### config.mk
export PLATFORM = sky130hd
export DESIGN_NAME = convolution_controller
export DESIGN_NICKNAME = d
export VERILOG_FILES = /design/src/rtl/convolution_controller.sv
export SDC_FILE = /design/constraint.sdc
export NUM_CORES = 1
export LEC_CHECK = 0
export ABC_AREA = 1
export BUFFER_PORTS_ARGS = -buffer_cell sky130_fd_sc_hd__buf_2
export CORE_MARGIN = 2
export CORE_UTILIZATION = 25
export DETAILED_ROUTE_END_ITERATION = 8
export HOLD_SLACK_MARGIN = 0.08
export PLACE_DENSITY_LB_ADDON = 0.1
export SLEW_MARGIN = 40
export SYNTH_ARGS = -nofsm -noshare
export SYNTH_HDL_FRONTEND = slang
export SYNTH_SLANG_ARGS = --single-unit
### constraint.sdc
create_clock -name clk -period 1.8 [get_ports clk]
set_input_delay 0.36 -clock clk [delete_from_list [all_inputs] [get_ports clk]]
set_output_delay 0.36 -clock clk [all_outputs]
set_load 0.01 [all_outputs]
### src/rtl/convolution_controller.sv
// convolution_controller: frame sequencer for the KxK convolution pipeline; tags each pipeline slot
// with window-valid/last and exposes a valid/ready result stream aligned with output_pixel.
module convolution_controller #(
    parameter int C_KERNEL_DIMENSION = 3,
    parameter int C_PIPE_LATENCY     = 6,
    parameter int C_DIM_WIDTH        = 11
) (
    input  logic                   clk,
    input  logic                   rst,
    input  logic                   start,
    input  logic [C_DIM_WIDTH-1:0] img_width,
    input  logic [C_DIM_WIDTH-1:0] img_height,
    input  logic                   in_valid,
    output logic                   in_ready,
    output logic                   lb_shift,
    output logic                   conv_en,
    output logic                   out_valid,
    input  logic                   out_ready,
    output logic                   out_last,
    output logic                   busy,
    output logic                   done,
    output logic                   cfg_err
);
    typedef enum logic [1:0] {IDLE, RUN, DRAIN, DONE} state_t;
    localparam logic [C_DIM_WIDTH-1:0] K   = C_DIM_WIDTH'(C_KERNEL_DIMENSION);
    localparam logic [C_DIM_WIDTH-1:0] KM1 = C_DIM_WIDTH'(C_KERNEL_DIMENSION - 1);
    localparam logic [C_DIM_WIDTH-1:0] ONE = C_DIM_WIDTH'(1);
    state_t                   state;
    logic [C_DIM_WIDTH-1:0]   width_m1, height_m1, row, col;
    logic [C_PIPE_LATENCY-1:0] vld_sr, last_sr;
    logic                     at_eol, at_end, win;
    assign conv_en   = ~(out_valid & ~out_ready);
    assign in_ready  = (state == RUN) & conv_en;
    assign lb_shift  = in_valid & in_ready;
    assign at_eol    = col == width_m1;
    assign at_end    = at_eol & (row == height_m1);
    assign win       = (row >= KM1) & (col >= KM1);
    assign out_valid = vld_sr[C_PIPE_LATENCY-1];
    assign out_last  = last_sr[C_PIPE_LATENCY-1] & vld_sr[C_PIPE_LATENCY-1];
    assign busy      = (state == RUN) | (state == DRAIN);
    assign done      = state == DONE;
    always_ff @(posedge clk or negedge rst) begin
        if (!rst) begin
            state     <= IDLE;
            width_m1  <= '0;
            height_m1 <= '0;
            row       <= '0;
            col       <= '0;
            vld_sr    <= '0;
            last_sr   <= '0;
            cfg_err   <= 1'b0;
        end else begin
            cfg_err <= (state == IDLE) & start & ((img_width < K) | (img_height < K));
            // a cycle without an accept pushes a bubble; a stall freezes every tag
            if (conv_en) begin
                vld_sr  <= (vld_sr << 1) | C_PIPE_LATENCY'(lb_shift & win);
                last_sr <= (last_sr << 1) | C_PIPE_LATENCY'(lb_shift & at_end);
            end
            if (lb_shift) begin
                col <= at_eol ? '0 : col + ONE;
                row <= at_eol ? row + ONE : row;
            end
            case (state)
                IDLE:
                    if (start & (img_width >= K) & (img_height >= K)) begin
                        width_m1  <= img_width - ONE;
                        height_m1 <= img_height - ONE;
                        row       <= '0;
                        col       <= '0;
                        state     <= RUN;
                    end
                RUN:     state <= (lb_shift & at_end) ? DRAIN : RUN;
                DRAIN:   state <= (out_valid & out_last & out_ready) ? DONE : DRAIN;
                default: state <= IDLE;
            endcase
        end
    end
endmodule

## Word level (Yosys, flattened, before mapping)

Index checks and enable logic that the tools add are counted.

| cells by class | value |
|---|---|
| add/sub/neg operators | 4 |
| muxes and demuxes | 12 |
| reductions and logical operators | 2 |
| magnitude comparators | 6 |
| bitwise logic cells | 21 |
| equality and inequality tests | 6 |

Operator list:

| operator | number |
|---|---|
| 11-bit two-way mux | 8 |
| 11-bit by 2-bit greater-or-equal comparator with 1-bit output, second input constant | 4 |
| 11-bit by 1-bit adder with 11-bit output, second input constant | 2 |
| 11-bit == test | 2 |
| 11-bit by 2-bit less-than comparator with 1-bit output, second input constant | 2 |
| 11-bit by 1-bit subtractor with 11-bit output, second input constant | 2 |
| 1-bit AND | 15 |
| 6-bit by 1-bit OR with 6-bit output | 2 |
| 2-bit case mux with 3 select lines | 1 |
| 2-bit == test, second input constant | 2 |
| 2-bit two-way mux | 2 |
| 2-bit by 1-bit == test with 1-bit output, second input constant | 1 |
| 2-bit logical NOT | 1 |
| 2-bit by 1-bit != test with 1-bit output, second input constant | 1 |
| 1-bit NOT | 2 |
| 1-bit OR | 2 |
| 2-bit AND reduction | 1 |
| 1-bit two-way mux | 1 |

| storage, ports and cells | value |
|---|---|
| bits in registers | 59 |
| word-level logic and storage cells | 59 |
| bits of input ports | 27 |
| output and inout port bits | 8 |

## Longest topological paths before layout

| depth | value |
|---|---|
| word-level depth | 8 |
| depth in mapped cells | 12 |
| depth with buffers taken out | 12 |

## Least setup slack after synthesis

Ideal clock, no wire load.

| path | value |
|---|---|
| kind | register -> register |
| from | register state[1] |
| to | register col[10] |
| setup slack | 69 ps |
| required time | 1,680 ps |
| arrival time | 1,611 ps |
| period minus slack after synthesis | 1,731 ps |
| stages on the path, launching flop included | 12 |
| library setup time | 120 ps |
| path buffers | 0 |
| path through | dfrtp_1 inv_1 ha_1 inv_1 nor3_4 nand2_2 nor2_2 nand2_1 nor2_1 nand2_1 o21ai_0 nor2_1 |

| on the way | value |
|---|---|
| cells in the longest elaborated chain, start to end | 6 |
| elaborated cells on any way between the ends | 7 |
| those cells by class | 1 x eq/ne; 3 x mux; 2 x bitwise; 1 x reduce/logical |

RTL lines:

| item | line | RTL |
|---|---|---|
| from (decl) | 28 | `state_t state;` |
| from (signal assigned) | 72 | `RUN: state <= (lb_shift & at_end) ? DRAIN : RUN;` |
| from (signal assigned) | 73 | `DRAIN: state <= (out_valid & out_last & out_ready) ? DONE : DRAIN;` |
| 2-bit by 1-bit == test with 1-bit output | 33 | `assign in_ready = (state == RUN) & conv_en;` |
| 1-bit AND | 33 |  |
| 1-bit AND | 34 | `assign lb_shift = in_valid & in_ready;` |
| 11-bit two-way mux | 59 | `if (lb_shift) begin` |
| 11-bit two-way mux | 65 | `if (start & (img_width >= K) & (img_height >= K)) begin` |
| 11-bit two-way mux (*) | 63 | `case (state)` |
| to (signal assigned) | 60 | `col <= at_eol ? '0 : col + ONE;` |
| to (decl) | 29 | `logic [C_DIM_WIDTH-1:0] width_m1, height_m1, row, col;` |

Mark *: on every way between the ends. The rest lies on a longest branch, timed or not.
A chain may end at the register's enable or synchronous reset.

## Final worst setup path

| path | value |
|---|---|
| from | register state[1] |
| to | output lb_shift |

| on the way | value |
|---|---|
| cells in the longest elaborated chain, start to end | 3 |

RTL lines:

| item | line | RTL |
|---|---|---|
| 2-bit by 1-bit == test with 1-bit output | 33 |  |
| 1-bit AND | 33 |  |
| 1-bit AND | 34 |  |
| to (decl) | 15 | `output logic lb_shift,` |

No other way between the ends.

==> impl_results.md <==
* Initial drt markers at 134
* Placer Congestion at slightly below 0.8
* Gr ovfl total at 0
* Fin Clk Skew at between 10 and 15 ps
* Cell variety after synth at 34
* Antenna violations before repair at 0
* Nets@finish at ~600
* H-tree depth at 3
* Crit-path cells: inv_2 > ha_4 > inv_2 > nor3_4 > buf_6 > buf_6
* Delay of the slowest critical-path stage at about 380 ps
* Finished Layout Cells at 738
* Vias per cell at around 4.2
* Synth Area in Compound Gates at 8.27%
* Initial Util at ~26%
* Final Hold Viols at 0
* Worst-margin pin slew at between 500 and 600 ps
* Clock buffer depth at 2
* Final core occ at 33.4%
* Post-Synth XOR/XNOR Area at 7.96%
* Main synth FF type: dfrtp_1
* Seq/Total Area, Yosys at about two fifths
* Drt first pass iters at 4
* Yosys reg bits at 59
* Ys async rst share at 100%
* Final setup violation count at 1
* Overall global routing resource usage at between 10% and 20%
* Post-synthesis simple-gate area fraction at between 20% and 30%
* Drt drc at 0
* Total CTS buffers at 9
* Boundary Pins at 35
* Number of synthesized flops with an enable pin at 0
* Worst setup margin at -6.34 ps
* Mux cell area share after synthesis at 0%
* Die H at about 120 µm
* Final worst path period need at 1810 ps
* Die ar. at about 15000 µm²
* Post-DP HPWL at ~6700 µm
* Ant. Diodes at 0
* Max-slew headroom at a little over three fifths
* Via Count at 3106
* Syn Nets at approximately 520
* Clk_lat worst skew at approximately 340 ps
* DRT Wirelength at 9300 µm
* Worst Setup Path Type: flip-flop to output pin
* Failing checks: setup timing
* Wire per inst at 12.6 µm
* CP arrival at between 1000 and 1500 ps
* Power, Total at a little over 5 mW
* Status: finished, violations left
* Pwr Density at 1100 nW/µm²
* Synthesis-to-layout area growth at 29.2%
* Reg2Reg Capture Point: col[3]$_DFF_PN0_
* Post-synthesis adder-cell area fraction at under 10%
* Tcrit/Tclk final at 100%
* Root Buffer: clkbuf_16
* Worst hold path depth at 3
* Slowest cell on crit path: dfrtp_1
* CORE AREA at between 10000 and 15000 µm²
* First-pass GRT wire length at 15000 µm
* Hold wc startpoint: start
* Mapped Cells at between 400 and 500
* Chip width at 124 µm
* Dpl cells at 716
* CTS tree: done
* Worst reg-to-reg path cell count at 9
* Startpoint Class: flip-flop
* RSZ-0062 raised after global routing: true
* Worst vdd ir at between 0.5 and 0.6 mV
* Syn avg cell area at approximately 7.6 µm²
* Reg2reg start: state[1]$_DFFE_PN0P_
* Leakage power at 2.25 nW
* Hold WC Path Type: primary input to flip-flop
* Synth Cell Area at 3610 µm²
* CP required at approximately 1400 ps
* Final Max Slew Viols at 0
* Main combinational cell family by area after synthesis: simple AND/OR/NAND/NOR gates
* Flop2flop setup slack at around 30 ps
* Max Freq at 0.554 GHz
* Clock Sinks at approximately 60
* Core Rows at 43
* PortBufs at 34
* Share of cells above drive strength 1 at between 20% and 30%
* WHS Endpoint: cfg_err$_DFF_PN0_
* Critical-path maximum fanout at 2
* Worst-path clk slew at 60 ps
* Vias in the first global route at between 2000 and 3000
* CP endpoint kind: output pin
* Ys Warns at 0
* Max-cap check violation count at 0
* Largest net degree at the start of global routing at 37
* Remaining antenna violation count at 0
-- sequential cells by signal (all words and copies together) (netlist names) --
signal and cells:
col 11, height_m1 11, row 11, width_m1 11, last_sr 6, vld_sr 6
state 2, cfg_err 1
-- area by class of cell --
| cell class | count | area, µm² |
|---|---|---|
| fill | 1514 | 9320 |
| multi-input combinational | 344 | 1930 |
| sequential | 59 | 1480 |
| clock buffer | 12 | 246 |
| clock inverter | 3 | 15.0 |
| tap | 180 | 225 |
| inverter | 64 | 243 |
| timing repair buffer | 76 | 531 |
-- how the worst max path moves through the flow --
stage | startpoint | end | slack, ps | cells after the start
after global placement | img_width[7] | width_m1[0]$_DFFE_PN0P_ | -80 | 10
after CTS | state[1]$_DFFE_PN0P_ | row[6]$_DFF_PN0_ | -30 | 10
after detailed placement | img_width[7] | width_m1[4]$_DFFE_PN0P_ | -110 | 10
after global routing | state[1]$_DFFE_PN0P_ | row[1]$_DFF_PN0_ | -100 | 11
final | state[1]$_DFFE_PN0P_ | lb_shift | -6 | 6
after floorplan | state[1]$_DFFE_PN0P_ | col[10]$_DFF_PN0_ | 70 | 11
-- cell families (layout without fill, tap and decap cells) --
family                   count (synthesis)  in the layout
flip-flops                              59             59
buffers and inverters                   75            155
AND/OR/NAND/NOR                        242            243
AO/OA/AOI/OAI                           56             56
XOR/XNOR                                32             32
adder cells (fa/ha/maj)                 13             13
-- Yosys cell counts (all sizes together), types with 2 or more instances --
| cell type | number | area, µm² |
|---|---|---|
| nand3 | 19 | 95.1 |
| dfrtp | 59 | 1480 |
| nor4 | 3 | 18.8 |
| nand4 | 8 | 65.1 |
| clkbuf | 2 | 7.51 |
| xnor2 | 21 | 191 |
| inv | 64 | 240 |
| nand2 | 138 | 536 |
| nor2 | 57 | 229 |
| a21oi | 12 | 60.1 |
| nor3b | 2 | 25.0 |
| buf | 9 | 75.1 |
| a31oi | 4 | 25.0 |
| xor2 | 11 | 96.3 |
| ha | 13 | 163 |
| o21ai | 36 | 184 |
| nor3 | 14 | 91.3 |
-- power breakdown --
group / total [mW] / internal [mW] / leakage [nW] / switching (mW)
combinational: 1.69 / 0.704 / 1.33 / 0.983
clock: 1.57 / 0.954 / 0.132 / 0.617
sequential: 1.87 / 1.62 / 0.784 / 0.252
-- timing repair --
action,4_1_cts,5_1_grt
setup buffers,2,3
gates cloned,0,1
hold buffers,1,0
hold endpoints to repair,19,0
setup endpoints to repair,6,27
pin swaps,1,10
gates resized for setup,4,30
-- worst max-delay path, delay by kind of cell, from the launching register on --
kind	cells	cell delay, ps
adders and majority gates	1	130
buffers and inverters	4	350
DFF	1	380
and+or+nand+nor	1	240
-- layout by cell type, fill, tap and decap left out, drive strengths merged --
cell type / count
o21bai: 1
o211ai: 1
nor3b: 2
nand4: 9
ha: 13
a21oi: 12
o22ai: 1
o41ai: 1
clkinv: 3
o21ai: 36
buf: 75
xnor2: 21
nor3: 14
clkbuf: 12
dlygate4sd3: 1
nor4: 3
nand2: 138
nor2: 57
a31oi: 4
dfrtp: 59
xor2: 11
or2: 1
nand3: 19
inv: 64
-- metrics by stage --
| step | cell area [µm²] | hold slack [ps] | setup TNS [ps] | setup WS (ps) |
|---|---|---|---|---|
| 2_1_floorplan | 3610 | 64.4 | 0 | 69.0 |
| 4_1_cts | 4520 | 250 | -162 | -27.4 |
| 3_5_place_dp | 4220 | 391 | -1560 | -107 |
| 3_3_place_gp | 4220 | 393 | -1170 | -79.9 |
| 6_report | 4670 | 258 | -6.34 | -6.34 |
| 5_1_grt | 4670 | 284 | -1380 | -102 |
-- routing by layer --
layer / global-route usage [%] / part of all wire (%)
met1: 17.6 / 53
met2: 17.5 / 41
met3: 2.24 / 2.9
met4: 5.42 / 2.1
met5: 0 / 0
(Power assumes the default switching activity.)
